## src/rtl/memory_accessor_pipelined.sv

```systemverilog
// Pipelined MA_PEEK/MA_POKE memory accessor: up to DEPTH requests in flight,
// worker-results returned in request order, optional suppression of poke results.
module memory_accessor_pipelined #(
  parameter int PACKET_WIDTH        = 96,
  parameter int WORKER_RESULT_WIDTH = 56,
  parameter int DATA_WIDTH          = 32,
  parameter int DEPTH               = 4,
  parameter bit POKE_RESULT         = 1'b1
) (
  input  logic                           CLK,
  input  logic                           RST_N,
  input  logic                           RECEIVE_PC_VALID,
  input  logic [PACKET_WIDTH-1:0]        RECEIVE_PC_DATA,
  output logic                           RECEIVE_PC_READY,
  output logic                           MEM_SEND_ADDR_VALID,
  output logic [DATA_WIDTH-1:0]          MEM_SEND_ADDR,
  output logic                           MEM_SEND_DATA_VALID,
  output logic [DATA_WIDTH-1:0]          MEM_SEND_DATA,
  input  logic                           MEM_SEND_READY,
  input  logic                           MEM_RECEIVE_VALID,
  input  logic [DATA_WIDTH-1:0]          MEM_RECEIVE_DATA,
  output logic                           MEM_RECEIVE_READY,
  output logic                           SEND_WR_VALID,
  output logic [WORKER_RESULT_WIDTH-1:0] SEND_WR_DATA,
  input  logic                           SEND_WR_READY,
  output logic [$clog2(DEPTH+1)-1:0]     INFLIGHT,
  output logic                           BAD_OPCODE
);

  localparam int CW    = $clog2(DEPTH + 1);
  localparam int PW    = $clog2(DEPTH);
  localparam int CTX_W = 2 + 6 + 16 + 1;
  localparam int F0    = 2 * DATA_WIDTH;
  localparam logic [CW-1:0] DEPTH_C = CW'(DEPTH);
  localparam logic [7:0]    MA_PEEK = 8'h01;
  localparam logic [7:0]    MA_POKE = 8'h02;

  // Packet layout, LSB first: data2, data1, color[16], dest_addr[6], dest_option[2], opcode[8].
  function automatic logic [7:0] pkt_opcode(input logic [PACKET_WIDTH-1:0] p);
    return p[F0+24 +: 8];
  endfunction

  function automatic logic [1:0] pkt_dest_option(input logic [PACKET_WIDTH-1:0] p);
    return p[F0+22 +: 2];
  endfunction

  function automatic logic [5:0] pkt_dest_addr(input logic [PACKET_WIDTH-1:0] p);
    return p[F0+16 +: 6];
  endfunction

  function automatic logic [15:0] pkt_color(input logic [PACKET_WIDTH-1:0] p);
    return p[F0 +: 16];
  endfunction

  function automatic logic [WORKER_RESULT_WIDTH-1:0] make_worker_result(
    input logic [1:0]            dopt,
    input logic [5:0]            daddr,
    input logic [15:0]           color,
    input logic [DATA_WIDTH-1:0] data
  );
    logic [WORKER_RESULT_WIDTH-1:0] r;
    r = '0;
    r[DATA_WIDTH-1:0]       = data;
    r[DATA_WIDTH +: 16]     = color;
    r[DATA_WIDTH+16 +: 6]   = daddr;
    r[DATA_WIDTH+22 +: 2]   = dopt;
    return r;
  endfunction

  logic                           req_v_r;
  logic                           req_poke_r;
  logic [DATA_WIDTH-1:0]          req_addr_r;
  logic [DATA_WIDTH-1:0]          req_data_r;
  logic [1:0]                     req_dopt_r;
  logic [5:0]                     req_daddr_r;
  logic [15:0]                    req_color_r;
  logic [CW-1:0]                  inflight_r;
  logic [CTX_W-1:0]               ctx_mem_r [DEPTH];
  logic [PW-1:0]                  wr_ptr_r;
  logic [PW-1:0]                  rd_ptr_r;
  logic [CW-1:0]                  ctx_cnt_r;
  logic                           wr_valid_r;
  logic [WORKER_RESULT_WIDTH-1:0] wr_data_r;
  logic                           bad_r;

  logic             op_peek_s;
  logic             op_poke_s;
  logic             pc_ready_s;
  logic             accept_s;
  logic             load_s;
  logic             bad_s;
  logic             send_hs_s;
  logic             ctx_nonempty_s;
  logic             resp_ready_s;
  logic             resp_hs_s;
  logic             wr_ld_s;
  logic [CTX_W-1:0] ctx_head_s;
  logic [CTX_W-1:0] ctx_push_s;

  // Handshake qualification and context FIFO head/push words.
  always_comb begin
    op_peek_s      = (pkt_opcode(RECEIVE_PC_DATA) == MA_PEEK);
    op_poke_s      = (pkt_opcode(RECEIVE_PC_DATA) == MA_POKE);
    pc_ready_s     = (inflight_r < DEPTH_C) && (!req_v_r || MEM_SEND_READY);
    accept_s       = RECEIVE_PC_VALID && pc_ready_s;
    load_s         = accept_s && (op_peek_s || op_poke_s);
    bad_s          = accept_s && !(op_peek_s || op_poke_s);
    send_hs_s      = req_v_r && MEM_SEND_READY;
    ctx_nonempty_s = (ctx_cnt_r != '0);
    resp_ready_s   = ctx_nonempty_s && (!wr_valid_r || SEND_WR_READY);
    resp_hs_s      = MEM_RECEIVE_VALID && resp_ready_s;
    ctx_head_s     = ctx_mem_r[rd_ptr_r];
    wr_ld_s        = resp_hs_s && !ctx_head_s[0];
    ctx_push_s     = {req_dopt_r, req_daddr_r, req_color_r,
                      req_poke_r && (POKE_RESULT == 1'b0)};
  end

  // Request stage: a new accept may refill it in the same cycle it is sent.
  always_ff @(posedge CLK or negedge RST_N) begin
    if (!RST_N) begin
      req_v_r     <= 1'b0;
      req_poke_r  <= 1'b0;
      req_addr_r  <= '0;
      req_data_r  <= '0;
      req_dopt_r  <= 2'd0;
      req_daddr_r <= 6'd0;
      req_color_r <= 16'd0;
    end else if (load_s) begin
      req_v_r     <= 1'b1;
      req_poke_r  <= op_poke_s;
      req_addr_r  <= RECEIVE_PC_DATA[DATA_WIDTH +: DATA_WIDTH];
      req_data_r  <= RECEIVE_PC_DATA[DATA_WIDTH-1:0];
      req_dopt_r  <= pkt_dest_option(RECEIVE_PC_DATA);
      req_daddr_r <= pkt_dest_addr(RECEIVE_PC_DATA);
      req_color_r <= pkt_color(RECEIVE_PC_DATA);
    end else if (send_hs_s) begin
      req_v_r     <= 1'b0;
    end else begin
      req_v_r     <= req_v_r;
    end
  end

  // In-flight credit counter: accepted-but-unanswered requests.
  always_ff @(posedge CLK or negedge RST_N) begin
    if (!RST_N) begin
      inflight_r <= '0;
    end else begin
      case ({load_s, resp_hs_s})
        2'b10:   inflight_r <= inflight_r + CW'(1);
        2'b01:   inflight_r <= inflight_r - CW'(1);
        default: inflight_r <= inflight_r;
      endcase
    end
  end

  // Context FIFO; overflow is excluded by the credit counter.
  always_ff @(posedge CLK or negedge RST_N) begin
    if (!RST_N) begin
      for (int i = 0; i < DEPTH; i++) ctx_mem_r[i] <= '0;
      wr_ptr_r  <= '0;
      rd_ptr_r  <= '0;
      ctx_cnt_r <= '0;
    end else begin
      if (send_hs_s) begin
        ctx_mem_r[wr_ptr_r] <= ctx_push_s;
        wr_ptr_r            <= wr_ptr_r + PW'(1);
      end
      if (resp_hs_s) begin
        rd_ptr_r <= rd_ptr_r + PW'(1);
      end
      case ({send_hs_s, resp_hs_s})
        2'b10:   ctx_cnt_r <= ctx_cnt_r + CW'(1);
        2'b01:   ctx_cnt_r <= ctx_cnt_r - CW'(1);
        default: ctx_cnt_r <= ctx_cnt_r;
      endcase
    end
  end

  // Result register and bad-opcode pulse.
  always_ff @(posedge CLK or negedge RST_N) begin
    if (!RST_N) begin
      wr_valid_r <= 1'b0;
      wr_data_r  <= '0;
      bad_r      <= 1'b0;
    end else begin
      bad_r <= bad_s;
      if (wr_ld_s) begin
        wr_valid_r <= 1'b1;
        wr_data_r  <= make_worker_result(ctx_head_s[CTX_W-1 -: 2], ctx_head_s[CTX_W-3 -: 6],
                                         ctx_head_s[CTX_W-9 -: 16], MEM_RECEIVE_DATA);
      end else if (SEND_WR_READY) begin
        wr_valid_r <= 1'b0;
      end else begin
        wr_valid_r <= wr_valid_r;
      end
    end
  end

  assign RECEIVE_PC_READY    = pc_ready_s;
  assign MEM_SEND_ADDR_VALID = req_v_r;
  assign MEM_SEND_ADDR       = req_addr_r;
  assign MEM_SEND_DATA_VALID = req_v_r && req_poke_r;
  assign MEM_SEND_DATA       = req_data_r;
  assign MEM_RECEIVE_READY   = resp_ready_s;
  assign SEND_WR_VALID       = wr_valid_r;
  assign SEND_WR_DATA        = wr_data_r;
  assign INFLIGHT            = inflight_r;
  assign BAD_OPCODE          = bad_r;

endmodule

```

## config.mk

```make
export PLATFORM = sky130hd
export DESIGN_NAME = memory_accessor_pipelined
export DESIGN_NICKNAME = d
export VERILOG_FILES = /design/src/rtl/memory_accessor_pipelined.sv
export SDC_FILE = /design/constraint.sdc
export NUM_CORES = 1
export LEC_CHECK = 0
export BUFFER_PORTS_ARGS = -buffer_cell sky130_fd_sc_hd__clkbuf_2
export CAP_MARGIN = 20
export CORE_ASPECT_RATIO = 0.6
export CORE_MARGIN = 5
export CORE_UTILIZATION = 57
export CTS_CLUSTER_DIAMETER = 100
export CTS_CLUSTER_SIZE = 24
export DETAILED_ROUTE_END_ITERATION = 8
export PLACE_DENSITY = 0.85
export SLEW_MARGIN = 10
export SYNTH_ARGS = -nofsm -noshare
export SYNTH_HDL_FRONTEND = slang
export SYNTH_SLANG_ARGS = --single-unit
```

## constraint.sdc

```tcl
create_clock -name CLK -period 5 [get_ports CLK]
set_clock_uncertainty 0.1 [all_clocks]
set_input_delay 1.25 -clock CLK [delete_from_list [all_inputs] [get_ports CLK]]
set_output_delay 1.25 -clock CLK [all_outputs]
set_load 0.01 [all_outputs]
```

==> flow_metrics.py, run 1 <==
metrics = {
    "placed_design": {
        "port_buffers": 262,
        "hpwl_um": 14300,
        "place_congestion": 0.767,
        "pre_cts_ws_ns": 1.69,
    },
    "global_routing": {
        "antenna_found_initial": 0,
        "grt_pass1_vias": 6660,
        "grt_pass1_wl_um": 34900,
        "grt_usage_pct": 20.7,
        "grt_max_degree": 128,
        "grt.overflow.total": 0,
    },
    "drt": {
        "first_pass_iters": 4,
        "vias": 5888,
        "drtIter0Drc": 257,
        "ant_nets": 0,
        "drt-total-wl_um": 21000,
        "drc_errors": 0,
        "wl_per_cell_um": 19.1,
        "viasPerCell": 5.34,
    },
    "cts": {
        "cts_tree": "done",
        "ctsResizeCount": 0,
        "h-tree-depth": 1,
        "cts_sinks": 254,
        "clock_latency_ns": 0.47,
        "ctsRootBufferMaster": "clkbuf_16",
        "post_cts_buffers": 0,
        "ctsHoldBuffers": 0,
        "cts_buffer_depth": 3,
        "cts_made_buffers": 14,
        "clk_pin_slew_ns": 0.09,
    },
    "logic_synthesis": {
        "synth_cells": 608,
        "synthesis.area_um2": 10300,
        "synth.avg_cell_area_um2": 16.9,
        "synth_seq_cells": 254,
        "synth_cell_types": 31,
        "syn_nets": 750,
        "yosysWarnings": 0,
        "ys_seq_area_share_pct": 61.8,
    },
    "pwr": {
        "irDropWorstVdd_uv": 329,
        "cellPowerDensity_nw_per_um2": 375,
        "p_leak_uw": 0.00648,
    },
    "sta": {
        "setup_tns_ns": 0,
        "report.final.hold_viol_count": 0,
        "grt_setup_unrepaired": "no",
        "fin_ws_ns": 1.71,
        "drv_slew": 0,
        "hold-worst-slack_ns": 0.403,
        "worst_pin_slew_ns": 0.979,
        "min_period_ns": 3.29,
        "max_clock_freq_mhz": 304,
        "setup_viol": 0,
        "slew_headroom_pct": 34.7,
        "fin_crit_sh_pct": 65.7,
    },
    "min_path": {
        "min_path_type": "flip-flop to flip-flop",
        "worstHoldStart": "ctx_cnt_r[2]",
    },
    "critical_path": {
        "path_class": "input port to primary output",
        "cp_data_required_time_ns": 3.65,
        "worstPathMaxFanout": 6,
        "end_kind": "primary output",
        "reg2reg_from": "SEND_WR_VALID",
        "cp-start-kind": "input port",
        "worstPathArrival_ns": 1.94,
        "crit_path_start": "MEM_SEND_READY",
    },
    "floorplan": {
        "fp.dieH_um": 114,
        "die_x_um": 183,
        "rows": 38,
        "initial_core_util_pct": 57.5,
        "core_um2": 17900,
        "die-area_um2": 20900,
        "pin_count": 263,
    },
    "finish": {
        "layout.nets": 1003,
        "fill_cells": 1261,
        "syn2layout_area_growth_pct": 18.8,
        "seqCellArea_um2": 6360,
        "multi_input_area_um2": 3720,
        "drive_gt1_share_pct": 65.0,
        "antenna_cells": 0,
    },
    "run_status": {
        "status": "finished clean",
    },
    "run": {
        "maxCapViolations": 0,
    },
}
metrics by stage:
step / std cells / instance area [um^2] / total power, uW / utilization [%]
CTS: 1102 / 12200 / 4640 / 68.3
detailed placement: 1085 / 11800 / 3460 / 66.1
floorplan: 608 / 10300 / 3040 / -
global placement: 1085 / 11800 / 3430 / 66.1
finish: 1102 / 12200 / 4580 / 68.3
global route: 1102 / 12200 / 4840 / 68.3
critical path, stage by stage:
cell,delay (ns)
clkbuf_2,0.18
nand2b_1,0.21
nor2b_1,0.16
clkbuf_2,0.14
cell usage in the layout (no fill, tap or decap):
cell,Yosys,final
mux2i_1,2,2
nor3b_4,0,1
nor3_1,1,1
o22a_1,1,1
buf_4,7,4
fa_1,2,2
mux4_2,24,24
xor2_1,6,6
nor2b_4,0,1
buf_12,1,3
clkbuf_1,5,1
mux2_4,9,9
inv_8,0,1
nand4_2,1,1
or2_2,1,1
clkbuf_16,0,15
nor2_1,5,5
and2_1,1,1
dfrtp_1,254,253
o21a_1,1,1
nor2b_1,3,3
nand3_2,0,4
nor4_4,1,1
mux2_2,232,232
inv_1,10,10
dfrtp_2,0,1
a31oi_1,1,1
nand2b_1,1,1
xnor2_1,4,4
buf_8,1,1
clkbuf_2,0,261
ha_1,6,6
nand2_1,4,4
worst paths after layout:
kind	end	slack, ns	cells past startpoint
worst min-delay path	ctx_cnt_r[2]	0.40	1
worst max register to register	SEND_WR_DATA[41]	2.56	4
worst min register to register	ctx_cnt_r[2]	0.40	1
worst max-delay path	RECEIVE_PC_READY	1.71	4
min in group asynchronous	MEM_SEND_DATA[23]	0.77	1
max in group asynchronous	ctx_mem_r[92]	3.09	2
state kept, by name (all words and copies together), names as in the netlist, 3 cells and up:
signal         cells
ctx_mem_r         96
SEND_WR_DATA      56
MEM_SEND_ADDR     32
MEM_SEND_DATA     32
req_color_r       16
req_daddr_r        6
INFLIGHT           3
ctx_cnt_r          3
area by class of cell:
class | instances | share of cell area, %
Sequential cell | 254 | 52.1
Multi-Input combinational cell | 312 | 30.4
Timing Repair Buffer | 269 | 11.6
Clock buffer | 16 | 3.10
Tap cell | 240 | 2.46
Inverter | 10 | 0.307
Clock inverter | 1 | 0.0922
where the power goes:
group,switching (uW),total (uW),internal [uW]
clock,625,1170,546
combinational,428,906,478
sequential,223,2500,2280
total,1280,4580,3300
layer usage:
layer	part of all wire, %	up-vias	wire length (um)	track usage, %
li1	-	2675	-	-
met1	44	3024	9170	28.6
met2	49	154	10200	34.0
met3	5.7	35	1200	5.07
met4	2.0	0	425	4.41
met5	0	-	0	0
Yosys cell counts, drive strengths merged:
| master | number | area [um^2] |
|---|---|---|
| nor2b | 4 | 27.5 |
| or2 | 1 | 6.26 |
| xnor2 | 4 | 35.0 |
| nand2 | 4 | 15.0 |
| ha | 6 | 75.1 |
| nor2 | 5 | 18.8 |
| a31oi | 1 | 6.26 |
| and2 | 1 | 6.26 |
| inv | 10 | 37.5 |
| mux4 | 24 | 541 |
| nor3b | 1 | 12.5 |
| xor2 | 6 | 52.6 |
| clkbuf | 5 | 18.8 |
| nand3 | 4 | 20.0 |
| dfrtp | 254 | 6360 |
| o21a | 1 | 7.51 |
| nor3 | 1 | 5.00 |
| nor4 | 1 | 21.3 |
| mux2i | 2 | 20.0 |
| nand4 | 1 | 12.5 |
| nand2b | 1 | 6.26 |
| buf | 27 | 184 |
| o22a | 1 | 8.76 |
| mux2 | 241 | 2750 |
| fa | 2 | 40.0 |
logic make-up after synthesis:
group | share of synthesized area (%)
DFF | 61.8
adders and majority gates | 1.12
xor gates and xnor gates | 0.852
and+or+nand+nor | 1.47
muxes | 32.2
buffers and inverters | 2.34
AOI/OAI and AO/OA | 0.219
Power figures use the tool's default switching activity.
==> run 2, diff against run 1 <==
CORE_UTILIZATION = 53   (was 57)
PLACE_DENSITY = 0.8   (was 0.85)
clock period = 3.3 ns   (was 5 ns; I/O delays follow)
==> run 2 against run 1 <==
  * Sequential power increased by 50%
  * Largest cell class unchanged
  * Global-route usage about the same
  * Clock-buffer cell count unchanged
  * Register-to-register slack got worse by 1.5 ns
  * Non-clock buffer count increased by 7
  * Worst hold slack got worse by 0.16 ns
==> flow_metrics.py, run 2 (synthesized netlist as in run 1, its figures left out) <==
metrics = {
    "cts": {
        "ctsHoldBuffers": 0,
        "cts_made_buffers": 14,
        "clk_pin_slew_ns": 0.09,
        "h-tree-depth": 1,
        "clock_latency_ns": 0.47,
        "cts_sinks": 254,
        "cts_buffer_depth": 3,
        "ctsRootBufferMaster": "clkbuf_16",
        "post_cts_buffers": 0,
        "cts_tree": "done",
        "ctsResizeCount": 0,
    },
    "global_routing": {
        "grt_usage_pct": 20.7,
        "grt_max_degree": 90,
        "grt.overflow.total": 0,
        "grt_pass1_wl_um": 37200,
        "antenna_found_initial": 0,
        "grt_pass1_vias": 6758,
    },
    "sta": {
        "worst_pin_slew_ns": 0.822,
        "setup_tns_ns": 0,
        "grt_setup_unrepaired": "no",
        "drv_slew": 0,
        "fin_crit_sh_pct": 73.9,
        "setup_viol": 0,
        "max_clock_freq_mhz": 410,
        "report.final.hold_viol_count": 0,
        "slew_headroom_pct": 45.2,
        "fin_ws_ns": 0.862,
        "min_period_ns": 2.44,
    },
    "placed_design": {
        "port_buffers": 262,
        "place_congestion": 0.783,
        "pre_cts_ws_ns": 0.514,
        "hpwl_um": 16400,
    },
    "floorplan": {
        "pin_count": 263,
        "rows": 39,
        "core_um2": 19000,
        "die_x_um": 190,
        "die-area_um2": 22400,
        "initial_core_util_pct": 54.0,
        "fp.dieH_um": 118,
    },
    "critical_path": {
        "end_kind": "primary output",
        "path_class": "input port to primary output",
        "worstPathArrival_ns": 1.51,
        "cp_data_required_time_ns": 2.37,
        "worstPathMaxFanout": 6,
        "cp-start-kind": "input port",
    },
    "drt": {
        "drc_errors": 0,
        "wl_per_cell_um": 20.5,
        "ant_nets": 0,
        "drtIter0Drc": 246,
        "vias": 6012,
        "viasPerCell": 5.39,
        "first_pass_iters": 4,
        "drt-total-wl_um": 22900,
    },
    "finish": {
        "top_register": "ctx_mem_r",
        "seqCellArea_um2": 6360,
        "final_common_cell": "clkbuf_2",
        "layout.nets": 1010,
        "drive_gt1_share_pct": 64.8,
        "layout_common_cells": "261 x clkbuf_2, 253 x dfrtp_1, 232 x mux2_2",
        "antenna_cells": 0,
        "largest_register_ffs": 96,
        "syn2layout_area_growth_pct": 19.3,
        "multi_input_area_um2": 3700,
        "fill_cells": 1391,
    },
    "pwr": {
        "irDropWorstVdd_uv": 382,
        "p_leak_uw": 0.00652,
        "cellPowerDensity_nw_per_um2": 570,
    },
    "run_status": {
        "status": "finished clean",
    },
    "min_path": {
        "min_path_type": "input port to async pin",
    },
    "run": {
        "maxCapViolations": 0,
    },
}
[run 2: per-layer routing]
| layer | part of all wire, % | vias to the layer above | GRT usage [%] |
|---|---|---|---|
| li1 | - | 2677 | - |
| met1 | 42 | 3165 | 27.5 |
| met2 | 50 | 143 | 35.0 |
| met3 | 5.9 | 27 | 5.75 |
| met4 | 1.6 | 0 | 3.79 |
| met5 | 0 | - | 0 |
[run 2: critical path, stage by stage]
cell	delay (ns)
clkbuf_2	0.16
nand2b_1	0.21
nor2b_1	0.16
clkbuf_2	0.16
[run 2: final cells by class]
type | count | area share [%]
Inverter | 10 | 0.306
Multi-Input combinational cell | 312 | 30.1
Clock inverter | 1 | 0.0918
Clock buffer | 16 | 3.09
Timing Repair Buffer | 276 | 12.0
Tap cell | 246 | 2.51
Sequential cell | 254 | 51.8
[run 2: worst paths after layout]
check                                    to  slack [ns]           start  cells after the start
setup / recovery           RECEIVE_PC_READY        0.86  MEM_SEND_READY                      4
hold / removal              req_color_r[11]        0.25           RST_N                      1
setup reg to reg           SEND_WR_DATA[30]        1.06   SEND_WR_VALID                      4
hold reg to reg                ctx_cnt_r[2]        0.38    ctx_cnt_r[2]                      1
max in group asynchronous     ctx_mem_r[43]        2.07           RST_N                      2
min in group CLK               ctx_cnt_r[2]        0.38    ctx_cnt_r[2]                      1
[run 2: power breakdown]
group	internal [uW]	total [uW]	leakage [uW]	switching, uW
logic	744	1440	0.00289	693
clock network	828	1790	0.000192	964
registers	3450	3760	0.00343	314
[run 2: metrics by stage]
stage | cells | hold WS (ns) | cell area, um^2 | power (uW) | utilization (%)
global placement | 1098 | 0.363 | 11900 | 5240 | 62.4
floorplan | 608 | 0.343 | 10300 | 4600 | -
CTS | 1115 | 0.271 | 12300 | 7080 | 64.5
detailed placement | 1098 | 0.365 | 11900 | 5290 | 62.4
finish | 1115 | 0.247 | 12300 | 6990 | 64.5
global route | 1115 | 0.275 | 12300 | 7360 | 64.5
